<file path="config.mk">
export PLATFORM = sky130hd
export DESIGN_NAME = i2c_init_sequencer_flat
export DESIGN_NICKNAME = d
export VERILOG_FILES = /design/src/rtl/i2c_init_sequencer_if.sv /design/src/rtl/i2c_init_sequencer.sv /design/src/flat_wrapper.sv
export SDC_FILE = /design/constraint.sdc
export NUM_CORES = 1
export LEC_CHECK = 0
export ABC_CLOCK_PERIOD_IN_PS = 2700
export BUFFER_PORTS_ARGS = -buffer_cell sky130_fd_sc_hd__buf_2
export CAP_MARGIN = 20
export CORE_MARGIN = 4
export CORE_UTILIZATION = 60
export CTS_CLUSTER_SIZE = 10
export DETAILED_ROUTE_END_ITERATION = 6
export PLACE_DENSITY = 0.91
export SLEW_MARGIN = 40
export SYNTH_ARGS = -nofsm -noshare
export SYNTH_HDL_FRONTEND = slang
export SYNTH_SLANG_ARGS = --single-unit
</file>
<file path="constraint.sdc">
create_clock -name clk -period 2.7 [get_ports clk]
set_clock_uncertainty 0.15 [all_clocks]
set_input_delay 0.135 -clock clk [delete_from_list [all_inputs] [get_ports clk]]
set_output_delay 0.135 -clock clk [all_outputs]
set_load 0.1 [all_outputs]
</file>
<file path="src/rtl/i2c_init_sequencer_if.sv">
// i2c_init_sequencer_if: command/handshake bundle between the init sequencer and an i2c_master
interface i2c_init_sequencer_if;
  logic       m_start;
  logic [6:0] m_address;
  logic       m_rw;
  logic [7:0] m_data;
  logic       m_busy;
  logic       m_ack;
  modport master (output m_start, m_address, m_rw, m_data, input m_busy, m_ack);
  modport slave  (input m_start, m_address, m_rw, m_data, output m_busy, m_ack);
endinterface

</file>
<file path="src/rtl/i2c_init_sequencer.sv">
// i2c_init_sequencer: walks a ROM of single-byte writes through an i2c_master,
// one transaction per entry, with NACK retry, inter-transaction gap and busy timeout
module i2c_init_sequencer #(
  parameter int         NUM_CMDS   = 8,
  parameter logic [6:0] DEV_ADDR   = 7'h3C,
  parameter int         RETRY_MAX  = 3,
  parameter int         GAP_CYCLES = 1000,
  parameter int         TIMEOUT    = 4095
) (
  input  logic                        clk,
  input  logic                        rst,
  input  logic                        go,
  output logic [7:0]                  cmd_idx,
  input  logic [7:0]                  cmd_data,
  i2c_init_sequencer_if.master        bus,
  output logic                        running,
  output logic                        done,
  output logic                        error,
  output logic [7:0]                  err_idx
);
  typedef enum logic [3:0] {IDLE, FETCH, ISSUE, WAIT_HI, WAIT_LO, CHECK, GAP, DONE, FAIL} state_t;
  localparam logic [7:0]  LAST      = 8'(NUM_CMDS - 1);
  localparam logic [31:0] RETRY_LIM = 32'(RETRY_MAX);
  localparam logic [31:0] TO_LIM    = 32'(TIMEOUT);
  localparam logic [31:0] GAP_LAST  = 32'(GAP_CYCLES - 1);
  localparam bit          NO_GAP    = GAP_CYCLES == 0;
  state_t      state, nxt;
  logic [7:0]  idx;
  logic [31:0] retry_cnt, gap_cnt, to_cnt;
  logic        ack_seen, last, retry_ok, timed_out;
  assign last      = idx == LAST;
  assign retry_ok  = retry_cnt < RETRY_LIM;
  assign timed_out = to_cnt == TO_LIM;
  assign cmd_idx       = idx;
  assign bus.m_address = DEV_ADDR;
  assign bus.m_rw      = 1'b0;
  always_ff @(posedge clk or negedge rst)
    if (!rst) state <= IDLE;
    else state <= nxt;
  always_comb begin
    nxt = state;
    case (state)
      IDLE:       nxt = go ? FETCH : IDLE;
      FETCH:      nxt = ISSUE;
      ISSUE:      nxt = WAIT_HI;
      WAIT_HI:    nxt = bus.m_busy ? WAIT_LO : timed_out ? FAIL : WAIT_HI;
      WAIT_LO:    nxt = bus.m_busy ? WAIT_LO : CHECK;
      CHECK:      nxt = (ack_seen && last) ? DONE : (ack_seen || retry_ok) ? (NO_GAP ? FETCH : GAP) : FAIL;
      GAP:        nxt = gap_cnt == GAP_LAST ? FETCH : GAP;
      DONE, FAIL: nxt = go ? state : IDLE;
      default:    nxt = IDLE;
    endcase
  end
  always_comb begin
    bus.m_start = state == ISSUE;
    running     = !(state inside {IDLE, DONE, FAIL});
  end
  // idx only advances on an ACK that is not the last entry, so it never wraps
  always_ff @(posedge clk or negedge rst)
    if (!rst) begin
      idx        <= '0;
      retry_cnt  <= '0;
      gap_cnt    <= '0;
      to_cnt     <= '0;
      ack_seen   <= 1'b0;
      bus.m_data <= '0;
      done       <= 1'b0;
      error      <= 1'b0;
      err_idx    <= '0;
    end else begin
      if (state == IDLE && go) begin
        idx       <= '0;
        retry_cnt <= '0;
        done      <= 1'b0;
        error     <= 1'b0;
      end
      if (state == FETCH) bus.m_data <= cmd_data;
      if (state == ISSUE) begin
        ack_seen <= 1'b0;
        to_cnt   <= '0;
      end
      if (state == WAIT_HI && !bus.m_busy && !timed_out) to_cnt <= to_cnt + 1;
      if (state == WAIT_LO && bus.m_ack) ack_seen <= 1'b1;
      if (state == CHECK) begin
        gap_cnt <= '0;
        if (ack_seen) begin
          retry_cnt <= '0;
          if (!last) idx <= idx + 8'd1;
        end else if (retry_ok) retry_cnt <= retry_cnt + 1;
      end
      if (state == GAP) gap_cnt <= gap_cnt + 1;
      if (state == CHECK && nxt == DONE) done <= 1'b1;
      if (state != FAIL && nxt == FAIL) begin
        error   <= 1'b1;
        err_idx <= idx;
      end
    end
endmodule

</file>
<file path="src/flat_wrapper.sv">
// flat-port wrapper written by rule: the top's interface ports become plain ports
module i2c_init_sequencer_flat 
#(
  parameter int         NUM_CMDS   = 8,
  parameter logic [6:0] DEV_ADDR   = 7'h3C,
  parameter int         RETRY_MAX  = 3,
  parameter int         GAP_CYCLES = 1000,
  parameter int         TIMEOUT    = 4095
)
  (clk, rst, go, cmd_idx, cmd_data, running, done, error, err_idx, bus_m_start, bus_m_address, bus_m_rw, bus_m_data, bus_m_busy, bus_m_ack);
  i2c_init_sequencer_if bus_i ();
  input  logic clk;
  input  logic rst;
  input  logic go;
  output logic [7:0] cmd_idx;
  input  logic [7:0] cmd_data;
  output logic running;
  output logic done;
  output logic error;
  output logic [7:0] err_idx;
  output wire logic [$bits(bus_i.m_start)-1:0] bus_m_start;
  output wire logic [$bits(bus_i.m_address)-1:0] bus_m_address;
  output wire logic [$bits(bus_i.m_rw)-1:0] bus_m_rw;
  output wire logic [$bits(bus_i.m_data)-1:0] bus_m_data;
  input wire logic [$bits(bus_i.m_busy)-1:0] bus_m_busy;
  input wire logic [$bits(bus_i.m_ack)-1:0] bus_m_ack;
  assign bus_m_start = bus_i.m_start;
  assign bus_m_address = bus_i.m_address;
  assign bus_m_rw = bus_i.m_rw;
  assign bus_m_data = bus_i.m_data;
  assign bus_i.m_busy = bus_m_busy;
  assign bus_i.m_ack = bus_m_ack;
  i2c_init_sequencer #(.NUM_CMDS(NUM_CMDS), .DEV_ADDR(DEV_ADDR), .RETRY_MAX(RETRY_MAX), .GAP_CYCLES(GAP_CYCLES), .TIMEOUT(TIMEOUT)) u_core (.clk(clk), .rst(rst), .go(go), .cmd_idx(cmd_idx), .cmd_data(cmd_data), .bus(bus_i), .running(running), .done(done), .error(error), .err_idx(err_idx));
endmodule
</file>
=== Yosys cells after proc, flatten, opt, wreduce, memory -nomap -nowiden ===
Cells that the tools add are included.

* $add $sub $neg: 4
* $lt $le $gt $ge: 1
* Eq/ne operators: 14
* Muxes and demuxes: 26
* Reductions and logical operators: 19

{| class="wikitable"
|+ Operators by type and width
! kind !! number
|-
| $mux 32 || 8
|-
| $add 32x1->32 const B || 3
|-
| $eq 32x10->1 const B || 1
|-
| $eq 32x12->1 const B || 1
|-
| $lt 32x2->1 const B || 1
|-
| $mux 8 || 4
|-
| $pmux 4 s8 || 1
|-
| $eq 4x3->1 const B || 5
|-
| $mux 4 || 5
|-
| $reduce_bool 2->1 || 5
|-
| $add 8x1->8 const B || 1
|-
| $eq 4x2->1 const B || 2
|-
| $eq 4x4->1 const B || 2
|-
| $eq 8x3->1 const B || 1
|-
| $logic_and 1x1->1 || 7
|-
| $mux 1 || 7
|-
| $eq 4x1->1 const B || 1
|-
| $logic_not 4->1 || 1
|-
| $ne 4x4->1 const B || 1
|-
| $logic_not 1->1 || 3
|-
| $mux 3 || 1
|-
| $reduce_bool 3->1 || 1
|-
| $reduce_or 2->1 || 1
|-
| $logic_or 1x1->1 || 1
|}

* Bits in registers: 127
* Input port bits: 13
* Output and inout bits: 36
* Logic and storage cells: 74

=== Logic depth before layout (Yosys ltp) ===
Gate-level depths: netlist of the first run.

* Word-level depth: 8
* Depth in mapped cells: 7
* Mapped depth without buffers: 6

=== Least setup slack after synthesis of the first run ===
Ideal clock, no wire load.

* Kind: register to output
* Start: reg u_core.state[2]
* End: out running
* Arrival: 2.336 ns
* Data required time: 2.415 ns
* Path slack: 0.079 ns
* Cell stages (with the launch flop): 4
* Path buffers: 1
* Cells stage by stage: dfrtp_1 > clkbuf_1 > nor2b_1 > a31oi_1

* Word-level cells in the longest chain between the ends: 3
* Elaborated cells on any way between the ends: 5
* Those cells by class: eq/ne (2); reduce/logical (3)

{| class="wikitable"
|+ RTL lines
! item !! RTL line !! text
|-
| start, declared || i2c_init_sequencer.sv:27 || <nowiki>state_t state, nxt;</nowiki>
|-
| start signal, assigned || i2c_init_sequencer.sv:39 || <nowiki>else state <= nxt;</nowiki>
|-
| $eq 4x3->1 (tied with other cells) || i2c_init_sequencer.sv:56 || <nowiki>running = !(state inside {IDLE, DONE, FAIL});</nowiki>
|-
| $reduce_bool 3->1 (*) || i2c_init_sequencer.sv:56 ||
|-
| $logic_not 1->1 (*) || i2c_init_sequencer.sv:56 ||
|-
| end, declared || flat_wrapper.sv:17 || <nowiki>output logic running;</nowiki>
|}

Mark *: on every way between the ends. The rest lies on a longest branch, timed or not.

=== Final worst setup path of the first run ===
* Start: reg u_core.state[2]
* End: out bus_m_start

* Word-level cells in the longest chain between the ends: 1

{| class="wikitable"
|+ RTL lines
! item !! RTL line !! text
|-
| $eq 4x2->1 || i2c_init_sequencer.sv:55 || <nowiki>bus.m_start = state == ISSUE;</nowiki>
|-
| end, declared || flat_wrapper.sv:21 || <nowiki>output wire logic [$bits(bus_i.m_start)-1:0] bus_m_start;</nowiki>
|}

No other way between the ends.

==> flow_summary.ini, run 1 <==
[setup_path]
worst_setup_path_end_kind = output port
crit_type = reg -> out
crit_fanout = 13
worstSetupStartpointType = flip-flop
arrival_ns = 2.34
required_ns = 2.41

[worst_hold_path]
hold_class = in -> reg

[synthesis]
synth_cells = 587
synth_area_leader_cell = dfrtp_1
syn_area_per_cell_um2 = 10.26
synth-edff-count = 0
synth_warnings = 0
synth.most_common_cell = dfrtp_1
yosysSeqAreaShare_pct = 52.76
synth_top_cells_by_area = dfrtp_1 53%, mux2i_1 4.2%, nand2_1 4.1%
synthFlopType = dfrtp_1
netlist.area_leader.share_pct = 52.76
yosysUniqueCellTypes = 51
synth_seq_cells = 127
async_flop_share_pct = 100.0
synth_commonest_cells = 127 x dfrtp_1, 66 x nand2_1, 43 x nand3_1
syn_area_um2 = 6023

[timing]
min_period_ns = 2.623
setup_violations = 0
finalHoldViolations = 0
timing.final.crit_share_pct = 97.14
finalMaxSlewViolations = 0
fmax_mhz = 381.3
fin_setup_tns_ns = 0
slew_headroom_pct = 56.95
worst-slew-pin-transition_ns = 0.6419
grt_setup_unrepaired = false

[floorplan]
rows = 36
io_pins = 49
start_util_pct = 61.62
core-area_um2 = 9774
die_w_um = 108.2
fp.dieH_um = 108.2
die-area_um2 = 11710

[power]
combinationalPowerShare_pct = 27.7
p_sw_mw = 2.464
vdd_drop_max_v = 0.0005500
p_int_mw = 3.990
total_power_mw = 6.453
power.clock.fraction_pct = 37.5
leakage_nw = 3.408
power_density_nw_per_um2 = 901.4
p_sw_share_pct = 38.17
p_seq_share_pct = 34.8

[detailed_routing]
remaining_drc_errors = 0
vias = 5128
drt_pass1_iterations = 6
totalWireLength_um = 14830
viasPerCell = 6.467
post_drt_wl_per_cell_um = 18.70
drt_iter0_markers = 545
ant_nets = 0

[final_layout]
drive_gt1_share_pct = 15.00
fin_util_pct = 73.25
nets = 664
syn_to_final_growth_pct = 18.86
fin_cells = 793
fillers = 623
post-route-cell-area_um2 = 7159
diodes = 0

[clocking]
cts_tree = done
cts_setup_buffers = 0
cts.path.max_buffers = 2
clk_latency_ns = 0.54
clk_pin_slew_ns = 0.06
numCtsBuffers = 17
cts-root-buf = clkbuf_8
cts_htree_levels = 4
cts.sinks = 127

[place]
dp.cells = 748
place_congestion = 0.9427
placement.io_buffers = 40
placed_area_um2 = 6394
place_hpwl_um = 9103

[global_route]
grt_pass1_wl_um = 24630
overflow = 0
grt_util_all_layers_pct = 26.74
grt_max_degree = 58
grt_pass1_vias = 5020
grt_antenna_before_repair = 0

[status]
status = completed

[run]
max-cap-violations = 0
-- through the flow --
stage	setup WS, ns	hold WS, ns
final	0.07727	0.04134
after global routing	0.0005085	0.1066
after CTS	0.1301	0.01337
after detailed placement	0.2791	-0.04483
after global placement	0.3874	-0.04644
after floorplan	0.07908	-0.3106
-- worst paths after layout --
kind / from / end / slack [ns] / cells after the start
max reg2reg: u_core.to_cnt[6] / u_core.err_idx[1] / 0.17 / 5
min reg2reg: u_core.err_idx[0] / u_core.err_idx[0] / 0.33 / 1
max: u_core.state[2] / bus_m_start / 0.08 / 5
min: bus_m_busy / u_core.to_cnt[2] / 0.04 / 5
min in group asynchronous: rst / u_core.gap_cnt[21] / 0.53 / 4
max in group asynchronous: rst / u_core.err_idx[0] / 1.39 / 4
-- power groups by stage --
stage,clock network [mW],logic (mW),registers (mW)
3_3_place_gp,0,1.67,2.24
6_report,2.42,1.79,2.24
3_5_place_dp,0,1.72,2.26
5_1_grt,2.52,1.89,2.26
4_1_cts,2.42,1.76,2.24
2_1_floorplan,0,0.813,2.75
-- cells by family after synthesis --
logic type      share of synthesized area [%]
simple gates                            23.74
flops                                   52.76
compound gates                          11.18
buf+inv                                 3.490
mux                                     7.146
xor+xnor                               0.7272
fa+ha+maj                              0.8309
other cells                            0.1247
-- worst max-delay path: stages, from the launching register on --
cell	delay, ns
dfrtp_1	0.52
nor3_1	0.42
nand2_1	0.36
inv_1	0.13
buf_4	0.18
buf_12	0.18
-- cell type report --
class	instances	area (um^2)	share of cell area, %
clock buffer	18	417.9	5.837
multi-input combinational	419	2663	37.19
sequential	127	3178	44.39
inverter	15	56.30	0.7864
timing repair buffer	67	475.5	6.641
clock inverter	14	202.7	2.831
tap	133	166.4	2.324
-- layout by cell type (no fill, tap or decap), types with 3 or more instances in the layout --
| cell type | netlist | final |
|---|---|---|
| o31ai_1 | 21 | 21 |
| and3_1 | 37 | 37 |
| inv_6 | 0 | 5 |
| mux2i_1 | 25 | 25 |
| mux2_2 | 4 | 4 |
| nor2_1 | 19 | 19 |
| clkinv_4 | 0 | 3 |
| dfrtp_1 | 127 | 127 |
| o21ai_0 | 19 | 19 |
| dlygate4sd3_1 | 0 | 12 |
| nor3_1 | 13 | 13 |
| ha_1 | 4 | 4 |
| or4_1 | 6 | 6 |
| clkbuf_16 | 0 | 16 |
| xor2_1 | 3 | 3 |
| nand2_1 | 66 | 66 |
| conb_1 | 2 | 8 |
| mux2_1 | 12 | 12 |
| nand4_1 | 19 | 19 |
| and4_1 | 7 | 7 |
| buf_2 | 3 | 38 |
| nand3_1 | 43 | 43 |
| buf_12 | 0 | 3 |
| nor4_1 | 26 | 26 |
| o21ai_1 | 12 | 12 |
| o211ai_1 | 23 | 23 |
| o41ai_1 | 3 | 3 |
| and2_1 | 5 | 5 |
| o311ai_0 | 3 | 3 |
| a21oi_1 | 8 | 8 |
| or3_1 | 6 | 5 |
| bufinv_16 | 0 | 4 |
| buf_4 | 8 | 14 |
| inv_1 | 14 | 14 |
-- routing by layer --
| metal | part of all wire, % | routed length (um) | GRT usage (%) | vias up |
|---|---|---|---|---|
| li1 | - | - | - | 2319 |
| met2 | 52 | 7685 | 44.36 | 238 |
| met1 | 39 | 5788 | 33.33 | 2511 |
| met5 | 0 | 0 | 0 | - |
| met4 | 3.2 | 475 | 12.26 | 0 |
| met3 | 5.9 | 876 | 6.388 | 60 |
-- what timing repair did --
action | CTS | global route
endpoints found under the setup margin | 0 | 1
hold buffers | 13 | 0
endpoints found under the hold margin | 139 | 0
resized for setup | 0 | 1
-- sequential cells by signal, summed over array words and instances (netlist names) --
register           count
u_core.to_cnt         32
u_core.ack_seen        1
u_core.done            1
u_core.retry_cnt      32
u_core.bus.m_data      8
u_core.state           4
u_core.gap_cnt        32
u_core.error           1
u_core.cmd_idx         8
u_core.err_idx         8
No activity file was read; power rests on OpenSTA's default activity.
==> run 2, diff against run 1 <==
- BUFFER_PORTS_ARGS: -buffer_cell sky130_fd_sc_hd__buf_2 -> -buffer_cell sky130_fd_sc_hd__clkbuf_2
- CORE_UTILIZATION: 60 -> 50
- PLACE_DENSITY: 0.91 -> 0.79
==> run 2 against run 1 <==
Against the previous run: design area down 0.65%; non-clock buffer count decreased by 4; total power decreased by 2.5%; via count fell by 4.7%; sequential cell count did not move; critical endpoint is now u_core.err_idx[1]; final cell count increased by 0.76%; register-to-register slack gained 0.06 ns; utilization fell by 12 points.
==> flow_summary.ini, run 2 (synthesis gave the netlist of run 1 again) <==
[status]
status = completed

[timing]
whs_ns = 0.09048
timing.final.crit_share_pct = 91.35
finalHoldViolations = 0
worst-slew-pin-transition_ns = 0.6401
finalMaxSlewViolations = 0
slew_headroom_pct = 56.93
grt_setup_unrepaired = false
setup_violations = 0
min_period_ns = 2.466
fmax_mhz = 405.4
fin_setup_tns_ns = 0

[power]
p_sw_mw = 2.359
p_sw_share_pct = 37.52
total_power_mw = 6.289
combinationalPowerShare_pct = 27.0
p_int_mw = 3.930
power_density_nw_per_um2 = 884.2
p_seq_share_pct = 35.9
leakage_nw = 3.358
vdd_drop_max_v = 0.0004444
power.clock.fraction_pct = 37.2

[clocking]
cts_htree_levels = 4
numCtsBuffers = 17
cts_setup_buffers = 0
cts.path.max_buffers = 2
clk_latency_ns = 0.42
hold_buffers = 11
ctsResizeCount = 0
cts_tree = done
cts.sinks = 127
cts-root-buf = clkbuf_16
clk_pin_slew_ns = 0.06

[detailed_routing]
drt_pass1_iterations = 6
vias = 4889
ant_nets = 0
totalWireLength_um = 13370
remaining_drc_errors = 0
drt_iter0_markers = 386
post_drt_wl_per_cell_um = 16.74
viasPerCell = 6.119

[worst_hold_path]
hold_class = in -> reg
min_path_cells = 5
hp-start = bus_m_busy

[final_layout]
reg_top3 = u_core.gap_cnt: 32 flops, u_core.retry_cnt: 32 flops, u_core.to_cnt: 32 flops
fillers = 910
diodes = 0
most-common-layout-cells = 127 x dfrtp_1, 66 x nand2_1, 43 x nand3_1, 38 x clkbuf_2, 37 x and3_1
drive_gt1_share_pct = 14.18
nets = 660
syn_to_final_growth_pct = 18.09
post-route-cell-area_um2 = 7113
final_common_cell = dfrtp_1
fin_util_pct = 61.25

[floorplan]
die-area_um2 = 13870
rows = 39
io_pins = 49
start_util_pct = 51.86
core-area_um2 = 11610
die_w_um = 117.8
fp.dieH_um = 117.8

[setup_path]
critPathLaunch = u_core.to_cnt[6]
arrival_ns = 2.62
crit_type = reg -> reg
crit_fanout = 13
worstSetupStartpointType = flip-flop
required_ns = 2.85
r2r_start = u_core.to_cnt[6]
reg2reg_depth = 5
worst_setup_path_end_kind = flip-flop

[global_route]
overflow = 0
grt_antenna_before_repair = 0
grt_pass1_wl_um = 22820
grt_max_degree = 59
grt_util_all_layers_pct = 19.88
grt_pass1_vias = 4749

[place]
placement.io_buffers = 40
place_congestion = 0.8781
place_hpwl_um = 8901
placed_area_um2 = 6391

[run]
max-cap-violations = 0
[run 2: changes by cell type in the layout (fill, tap and decap cells not counted), sizes merged]
cell         change
bufinv           -1
clkbuf          +41
clkinvlp         +1
buf             -41
clkinv           +1
inv              -4
dlygate4sd3      -1
[run 2: power groups by stage]
stage	registers (mW)	logic (mW)	clock network, mW
finish	2.25	1.70	2.34
global route	2.29	1.80	2.47
CTS	2.25	1.71	2.38
detailed placement	2.28	1.68	0
global placement	2.27	1.64	0
floorplan	2.75	0.813	0
[run 2: final timing paths]
| kind | to | slack [ns] |
|---|---|---|
| setup / recovery | u_core.err_idx[1] | 0.23 |
| hold / removal | u_core.state[2] | 0.09 |
| setup reg to reg | u_core.err_idx[1] | 0.23 |
| hold reg to reg | u_core.err_idx[4] | 0.34 |
| max in group asynchronous | u_core.err_idx[3] | 1.61 |
| min in group asynchronous | u_core.gap_cnt[20] | 0.11 |
[run 2: layout make-up]
class	instances	area, um^2	share of cell area [%]
Clock buffer	21	450.4	6.332
Sequential cell	127	3178	44.68
Inverter	15	56.30	0.7916
Timing Repair Buffer	63	434.2	6.104
Multi-Input combinational cell	419	2658	37.36
Clock inverter	11	157.7	2.216
Tap cell	143	178.9	2.515
[run 2: through the flow]
stage / std cells / setup slack [ns]
finish: 799 / 0.2335
global route: 799 / 0.03903
CTS: 799 / 0.2530
detailed placement: 756 / 0.2618
global placement: 756 / 0.3571
floorplan: 593 / 0.07908
[run 2: metal layers]
layer / share of wire (%) / GRT usage (%)
met4: 2.4 / 7.619
met3: 4.2 / 4.998
met2: 50 / 32.48
met5: 0 / 0
met1: 44 / 25.57
[run 2: worst max-delay path: stages (launching register included)]
cell and delay (ns):
dfrtp_1 0.44, nand4_1 0.25, nor2_1 0.33, and4bb_2 0.45, o2bb2ai_2 0.33, mux2_2 0.41
